## src/rtl/usb_stream_buffer_if.sv

```systemverilog
// ---------------------------------------------------------------------------
// usb_stream_buffer_if : byte-stream handshakes between CPU FIFO and USB_CDC
// Revision: 1.0
// ---------------------------------------------------------------------------
`default_nettype none

interface usb_stream_buffer_if #(
  parameter int TX_DEPTH = 64,
  parameter int RX_DEPTH = 16
);
  logic [7:0]                  cpu_in_data_i;
  logic                        cpu_in_valid_i;
  logic                        cpu_in_ready_o;
  logic [7:0]                  usb_in_data_o;
  logic                        usb_in_valid_o;
  logic                        usb_in_ready_i;
  logic [7:0]                  usb_out_data_i;
  logic                        usb_out_valid_i;
  logic                        usb_out_ready_o;
  logic [7:0]                  cpu_out_data_o;
  logic                        cpu_out_valid_o;
  logic                        cpu_out_ready_i;
  logic [$clog2(TX_DEPTH):0]   tx_level_o;
  logic [$clog2(RX_DEPTH):0]   rx_level_o;

  modport slave (
    input  cpu_in_data_i, cpu_in_valid_i, usb_in_ready_i,
    input  usb_out_data_i, usb_out_valid_i, cpu_out_ready_i,
    output cpu_in_ready_o, usb_in_data_o, usb_in_valid_o,
    output usb_out_ready_o, cpu_out_data_o, cpu_out_valid_o,
    output tx_level_o, rx_level_o
  );

  modport master (
    output cpu_in_data_i, cpu_in_valid_i, usb_in_ready_i,
    output usb_out_data_i, usb_out_valid_i, cpu_out_ready_i,
    input  cpu_in_ready_o, usb_in_data_o, usb_in_valid_o,
    input  usb_out_ready_o, cpu_out_data_o, cpu_out_valid_o,
    input  tx_level_o, rx_level_o
  );
endinterface

`default_nettype wire

```

## src/rtl/usb_stream_buffer.sv

```systemverilog
// ---------------------------------------------------------------------------
// usb_stream_buffer : bursty TX FIFO (newline / level / idle flush) and plain
//                     RX FIFO between the CPU byte streams and USB_CDC.
// Revision: 1.0
// ---------------------------------------------------------------------------
`default_nettype none

module usb_stream_buffer #(
  parameter int TX_DEPTH    = 64,
  parameter int RX_DEPTH    = 16,
  parameter int FLUSH_LEVEL = 32,
  parameter int TIMEOUT     = 48000
) (
  input  logic               clk_i,
  input  logic               rst_i,
  usb_stream_buffer_if.slave bus
);

  localparam int c_tx_aw  = $clog2(TX_DEPTH);
  localparam int c_tx_lw  = c_tx_aw + 1;
  localparam int c_rx_aw  = $clog2(RX_DEPTH);
  localparam int c_rx_lw  = c_rx_aw + 1;
  localparam int c_idle_w = $clog2(TIMEOUT + 1);

  localparam logic [c_tx_lw-1:0]  c_tx_full  = c_tx_lw'(TX_DEPTH);
  localparam logic [c_tx_lw-1:0]  c_flush    = c_tx_lw'(FLUSH_LEVEL);
  localparam logic [c_rx_lw-1:0]  c_rx_full  = c_rx_lw'(RX_DEPTH);
  localparam logic [c_idle_w-1:0] c_idle_max = c_idle_w'(TIMEOUT - 1);

  typedef enum logic [0:0] {
    S_HOLD  = 1'b0,
    S_DRAIN = 1'b1
  } tx_state_t;

  // ---------------- TX path ----------------
  logic [7:0]          r_tx_mem [TX_DEPTH];
  logic [c_tx_aw-1:0]  r_tx_wr;
  logic [c_tx_aw-1:0]  r_tx_rd;
  logic [c_tx_lw-1:0]  r_tx_level;
  logic [c_tx_lw-1:0]  w_tx_level_next;
  tx_state_t           r_state;
  tx_state_t           w_state_next;
  logic                r_nl_pending;
  logic                w_nl_next;
  logic [c_idle_w-1:0] r_idle;
  logic [c_idle_w-1:0] w_idle_next;
  logic                w_tx_ready;
  logic                w_tx_push;
  logic                w_tx_valid;
  logic                w_tx_pop;
  logic                w_tx_nonempty;
  logic                w_is_nl;

  // Outputs are qualified with rst_i so nothing is offered while reset is held.
  assign w_tx_nonempty = !rst_i && (r_tx_level != '0);
  assign w_tx_ready    = !rst_i && (r_tx_level != c_tx_full);
  assign w_tx_push     = bus.cpu_in_valid_i && w_tx_ready;
  assign w_tx_valid    = w_tx_nonempty && (r_state == S_DRAIN);
  assign w_tx_pop      = w_tx_valid && bus.usb_in_ready_i;
  assign w_is_nl       = w_tx_push && (bus.cpu_in_data_i == 8'h0A);

  always_comb begin
    w_tx_level_next = r_tx_level + c_tx_lw'(w_tx_push) - c_tx_lw'(w_tx_pop);
  end

  always_comb begin
    w_state_next = r_state;
    w_nl_next    = r_nl_pending | w_is_nl;
    w_idle_next  = '0;
    case (r_state)
      S_HOLD: begin
        if (w_nl_next || (w_tx_level_next >= c_flush) ||
            ((r_idle == c_idle_max) && (r_tx_level != '0))) begin
          w_state_next = S_DRAIN;
        end else if (!w_tx_push && (r_tx_level != '0)) begin
          w_idle_next = (r_idle == c_idle_max) ? r_idle : r_idle + c_idle_w'(1);
        end
      end
      S_DRAIN: begin
        // Stay while anything is queued or still arriving, so late bytes join the burst.
        if ((r_tx_level == '0) && !w_tx_push) begin
          w_state_next = S_HOLD;
          w_nl_next    = 1'b0;
        end
      end
      default: w_state_next = S_HOLD;
    endcase
  end

  always_ff @(posedge clk_i) begin
    if (rst_i) begin
      r_state      <= S_HOLD;
      r_nl_pending <= 1'b0;
      r_idle       <= '0;
      r_tx_wr      <= '0;
      r_tx_rd      <= '0;
      r_tx_level   <= '0;
    end else begin
      r_state      <= w_state_next;
      r_nl_pending <= w_nl_next;
      r_idle       <= w_idle_next;
      r_tx_level   <= w_tx_level_next;
      if (w_tx_push) r_tx_wr <= r_tx_wr + c_tx_aw'(1);
      if (w_tx_pop)  r_tx_rd <= r_tx_rd + c_tx_aw'(1);
    end
  end

  always_ff @(posedge clk_i) begin
    if (w_tx_push) r_tx_mem[r_tx_wr] <= bus.cpu_in_data_i;
  end

  assign bus.cpu_in_ready_o = w_tx_ready;
  assign bus.usb_in_valid_o = w_tx_valid;
  assign bus.usb_in_data_o  = w_tx_nonempty ? r_tx_mem[r_tx_rd] : 8'h00;
  assign bus.tx_level_o     = rst_i ? '0 : r_tx_level;

  // ---------------- RX path ----------------
  logic [7:0]          r_rx_mem [RX_DEPTH];
  logic [c_rx_aw-1:0]  r_rx_wr;
  logic [c_rx_aw-1:0]  r_rx_rd;
  logic [c_rx_lw-1:0]  r_rx_level;
  logic                w_rx_ready;
  logic                w_rx_push;
  logic                w_rx_valid;
  logic                w_rx_pop;

  // Ready comes from the registered level: a full FIFO refuses a push even if it pops.
  assign w_rx_ready = !rst_i && (r_rx_level != c_rx_full);
  assign w_rx_push  = bus.usb_out_valid_i && w_rx_ready;
  assign w_rx_valid = !rst_i && (r_rx_level != '0);
  assign w_rx_pop   = w_rx_valid && bus.cpu_out_ready_i;

  always_ff @(posedge clk_i) begin
    if (rst_i) begin
      r_rx_wr    <= '0;
      r_rx_rd    <= '0;
      r_rx_level <= '0;
    end else begin
      r_rx_level <= r_rx_level + c_rx_lw'(w_rx_push) - c_rx_lw'(w_rx_pop);
      if (w_rx_push) r_rx_wr <= r_rx_wr + c_rx_aw'(1);
      if (w_rx_pop)  r_rx_rd <= r_rx_rd + c_rx_aw'(1);
    end
  end

  always_ff @(posedge clk_i) begin
    if (w_rx_push) r_rx_mem[r_rx_wr] <= bus.usb_out_data_i;
  end

  assign bus.usb_out_ready_o = w_rx_ready;
  assign bus.cpu_out_valid_o = w_rx_valid;
  assign bus.cpu_out_data_o  = w_rx_valid ? r_rx_mem[r_rx_rd] : 8'h00;
  assign bus.rx_level_o      = rst_i ? '0 : r_rx_level;

endmodule

`default_nettype wire
```

## src/flat_wrapper.sv

```systemverilog
// flat-port wrapper written by rule: the top's interface ports become plain ports
module usb_stream_buffer_flat 
#(
  parameter int TX_DEPTH    = 64,
  parameter int RX_DEPTH    = 16,
  parameter int FLUSH_LEVEL = 32,
  parameter int TIMEOUT     = 48000
)
  (clk_i, rst_i, bus_cpu_in_data_i, bus_cpu_in_valid_i, bus_usb_in_ready_i, bus_usb_out_data_i, bus_usb_out_valid_i, bus_cpu_out_ready_i, bus_cpu_in_ready_o, bus_usb_in_data_o, bus_usb_in_valid_o, bus_usb_out_ready_o, bus_cpu_out_data_o, bus_cpu_out_valid_o, bus_tx_level_o, bus_rx_level_o);
  usb_stream_buffer_if #(.TX_DEPTH(TX_DEPTH), .RX_DEPTH(RX_DEPTH)) bus_i ();
  input  logic clk_i;
  input  logic rst_i;
  input wire logic [$bits(bus_i.cpu_in_data_i)-1:0] bus_cpu_in_data_i;
  input wire logic [$bits(bus_i.cpu_in_valid_i)-1:0] bus_cpu_in_valid_i;
  input wire logic [$bits(bus_i.usb_in_ready_i)-1:0] bus_usb_in_ready_i;
  input wire logic [$bits(bus_i.usb_out_data_i)-1:0] bus_usb_out_data_i;
  input wire logic [$bits(bus_i.usb_out_valid_i)-1:0] bus_usb_out_valid_i;
  input wire logic [$bits(bus_i.cpu_out_ready_i)-1:0] bus_cpu_out_ready_i;
  output wire logic [$bits(bus_i.cpu_in_ready_o)-1:0] bus_cpu_in_ready_o;
  output wire logic [$bits(bus_i.usb_in_data_o)-1:0] bus_usb_in_data_o;
  output wire logic [$bits(bus_i.usb_in_valid_o)-1:0] bus_usb_in_valid_o;
  output wire logic [$bits(bus_i.usb_out_ready_o)-1:0] bus_usb_out_ready_o;
  output wire logic [$bits(bus_i.cpu_out_data_o)-1:0] bus_cpu_out_data_o;
  output wire logic [$bits(bus_i.cpu_out_valid_o)-1:0] bus_cpu_out_valid_o;
  output wire logic [$bits(bus_i.tx_level_o)-1:0] bus_tx_level_o;
  output wire logic [$bits(bus_i.rx_level_o)-1:0] bus_rx_level_o;
  assign bus_i.cpu_in_data_i = bus_cpu_in_data_i;
  assign bus_i.cpu_in_valid_i = bus_cpu_in_valid_i;
  assign bus_i.usb_in_ready_i = bus_usb_in_ready_i;
  assign bus_i.usb_out_data_i = bus_usb_out_data_i;
  assign bus_i.usb_out_valid_i = bus_usb_out_valid_i;
  assign bus_i.cpu_out_ready_i = bus_cpu_out_ready_i;
  assign bus_cpu_in_ready_o = bus_i.cpu_in_ready_o;
  assign bus_usb_in_data_o = bus_i.usb_in_data_o;
  assign bus_usb_in_valid_o = bus_i.usb_in_valid_o;
  assign bus_usb_out_ready_o = bus_i.usb_out_ready_o;
  assign bus_cpu_out_data_o = bus_i.cpu_out_data_o;
  assign bus_cpu_out_valid_o = bus_i.cpu_out_valid_o;
  assign bus_tx_level_o = bus_i.tx_level_o;
  assign bus_rx_level_o = bus_i.rx_level_o;
  usb_stream_buffer #(.TX_DEPTH(TX_DEPTH), .RX_DEPTH(RX_DEPTH), .FLUSH_LEVEL(FLUSH_LEVEL), .TIMEOUT(TIMEOUT)) u_core (.clk_i(clk_i), .rst_i(rst_i), .bus(bus_i));
endmodule
```

## config.mk

```make
export PLATFORM = sky130hd
export DESIGN_NAME = usb_stream_buffer_flat
export DESIGN_NICKNAME = d
export VERILOG_FILES = /design/src/rtl/usb_stream_buffer_if.sv /design/src/rtl/usb_stream_buffer.sv /design/src/flat_wrapper.sv
export SDC_FILE = /design/constraint.sdc
export NUM_CORES = 1
export LEC_CHECK = 0
export CORE_UTILIZATION = 55
export DETAILED_ROUTE_END_ITERATION = 8
export PLACE_DENSITY_LB_ADDON = 0.12
export SLEW_MARGIN = 5
export SYNTH_ARGS = -nofsm -noshare
export SYNTH_HDL_FRONTEND = slang
export SYNTH_SLANG_ARGS = --single-unit
export TNS_END_PERCENT = 10
```

## constraint.sdc

```tcl
create_clock -name clk_i -period 7.22 [get_ports clk_i]
set_input_delay 1.805 -clock clk_i [delete_from_list [all_inputs] [get_ports clk_i]]
set_output_delay 1.805 -clock clk_i [all_outputs]
set_load 0.05 [all_outputs]
```

==> impl_metrics.yaml <==
grt:
  grt_pass1_vias: 14300
  grt_overflow: 0
  grt_usage: 0.244
  grt_pass1_wl_mm: 90.3
  antenna_found_initial: 2
  grt_max_degree: 69
synth:
  synthesis.nets: 1549
  syn_avg_cell_area_um2: 18.6
  yosys-top-cells-area: "edfxtp_1 (69%), mux4_2 (12%), dfxtp_1 (4.3%), mux2i_1 (2.1%), nor2_1 (1.8%)"
  syn_inst: 1502
  yosys.area.top_type_share: 0.688
  syn_area_mm2: 0.0280
  seq_area_frac_synth: 0.730
  yosys_warnings: 0
  ys_types: 65
  synth-edff-count: 640
  synthArstFlopShare: 0
  synth.largest_area_cell: "edfxtp_1"
  synth_seq_cells: 700
  synth_flop_cell: "edfxtp_1"
finish:
  fin_cells: 2303
  final_cell_mix: "edfxtp_1 (640), mux4_2 (150), nor2_1 (137), clkbuf_16 (74), mux2i_1 (60)"
  seq_area_mm2: 0.0204
  layout-drive-gt1-share: 0.189
  mostFrequentLayoutCell: "edfxtp_1"
  multi_input_area_mm2: 0.00702
  n_antenna_cell: 0
  area_delta_synth_final_pct: 11.7
  nets: 1628
  fin_util: 0.623
  fillers: 3508
power_and_ir_drop:
  p_int_uw: 6880
  power_frac_seq: 0.495
  p_per_area_mw_per_mm2: 295
  p_clk_frac: 0.364
  ir_drop_v: 0.000223
  p_sw_frac: 0.252
  comb_power_share: 0.141
  p_leak_uw: 0.00951
  p_sw_uw: 2320
worst_setup_path:
  cp-start-kind: "primary input"
  crit_arrival_ps: 4240
  worstPathRequired_ps: 5410
  crit_path_end_kind: "output pin"
  crit_fanout: 8
  crit_type: "in2out"
routing:
  drt_first_pass_iters: 5
  detail_route.wirelength_mm: 60.4
  num_vias: 14100
  via_per_inst: 6.11
  ant_nets: 0
  drc_errors: 0
  wl_per_cell_um: 26.2
  drt_iter0_drc: 1167
timing:
  slew_headroom: 0.269
  whs_ps: 523
  period_needed_ps: 6050
  slew_viol_final: 0
  worst_slack_ps: 1170
  worst_pin_slew_ps: 1090
  skew_ps: 23.5
  min_period_over_period: 0.837
  rsz0062_at_grt: "no"
  setup_viol: 0
  final.setup.tns_ps: 0
  hold_violations: 0
  timing.fmax_mhz: 165
cts:
  numCtsBuffers: 72
  clock_latency_ps: 600
  cts_hold_buffers: 0
  ctsResizeCount: 0
  cts-root-buf: "clkbuf_16"
  clockBufferDepth: 3
  h-tree-depth: 3
  cts_tree: "yes"
  cts_sinks: 700
  path_clk_slew_ps: 60
  postCtsSetupBuffers: 0
die:
  initial_core_util: 0.557
  die_h_um: 227
  rows: 82
  die_area_mm2: 0.0517
  core_area_mm2: 0.0502
  ios: 54
  die_width_um: 227
placed_design:
  io_buffers: 53
  place.gp.congestion: 0.854
  dp_cells: 2179
  hpwl_mm: 38.0
  place_ws_ps: 1220
job:
  drv_cap: 0
worst_hold_path:
  worstHoldPathType: "reg2reg"
status:
  status: "complete, no violations"
[worst paths after layout]
kind,slack (ps),start,endpoint,depth (start not counted)
min,520,u_core.r_tx_rd[5],flip-flop,2
max reg2reg,3070,u_core.r_tx_level[4],u_core.r_idle[2],14
max,1170,rst_i,bus_usb_in_data_o[6],5
min reg2reg,520,u_core.r_tx_rd[5],flip-flop,2
[synth_stat cells, drive strengths merged (3+ instances only)]
cell / instances
edfxtp: 640
mux4: 150
nor2: 137
dfxtp: 60
mux2i: 60
buf: 50
nand2: 33
inv: 32
clkbuf: 27
a21oi: 24
ha: 23
nand3: 21
xnor2: 19
nor4: 18
a22oi: 17
nor3: 17
o22ai: 17
and2: 14
nor2b: 14
o21ai: 14
xor2: 14
a211oi: 11
a221oi: 10
a22o: 9
nand2b: 9
nand3b: 6
a2111oi: 4
a31oi: 4
nand4: 4
o211ai: 4
or3: 4
and2b: 3
and3: 3
o21bai: 3
o31ai: 3
or2: 3
or3b: 3
[flip-flops by register name (all words and copies together), names as in the netlist, named ones only]
register,flops
u_core.r_rx_wr,4
u_core.r_nl_pending,1
u_core.r_tx_wr,6
u_core.r_state,1
u_core.r_tx_mem,512
u_core.r_tx_rd,6
u_core.r_rx_rd,4
u_core.r_rx_level,5
u_core.r_idle,16
u_core.r_rx_mem,128
u_core.r_tx_level,7
[critical path, stage by stage]
cell	delay [ps]
buf_2	130
a21oi_1	350
nand2b_1	410
o41ai_1	640
clkdlybuf4s50_1	910
[power by group through the flow]
stage / Combinational, uW / Clock, uW / Sequential, uW
after floorplan: 995 / 0 / 4590
after global placement: 1290 / 0 / 4640
after CTS: 1310 / 3410 / 4560
final: 1290 / 3350 / 4560
after detailed placement: 1300 / 0 / 4650
after global routing: 1400 / 3550 / 4570
[layer usage]
metal  wire length [um]  GRT usage  part of all wire
met2              29500      0.395              0.49
met4               1600     0.0829             0.027
met3               3780     0.0418             0.062
met1              25500      0.337              0.42
met5                 33          0           0.00055
[metrics by stage]
step / power [uW] / instance area, um2
after floorplan: 5590 / 28000
after global placement: 5930 / 29100
after detailed placement: 5950 / 29100
after CTS: 9280 / 31200
after global routing: 9520 / 31200
final: 9210 / 31200
[layout make-up]
type	count	share of cell area
clock inverters	31	0.00557
well taps	672	0.0269
repair buffers	82	0.0233
clock buffers	93	0.0616
inverters	32	0.00385
multi-input cells	693	0.225
flip-flops and latches	700	0.654
[kinds of logic (layout without fill, tap and decap cells)]
group	count (synthesis)	in the layout	synth area share
XOR/XNOR	33	33	0.0103
flip-flops	700	700	0.730
AND/OR/NAND/NOR	294	294	0.0529
AO/OA/AOI/OAI	131	131	0.0339
multiplexers	210	210	0.142
adder cells (fa/ha/maj)	25	25	0.0117
buffers and inverters	109	238	0.0183
(Power assumes the default switching activity.)
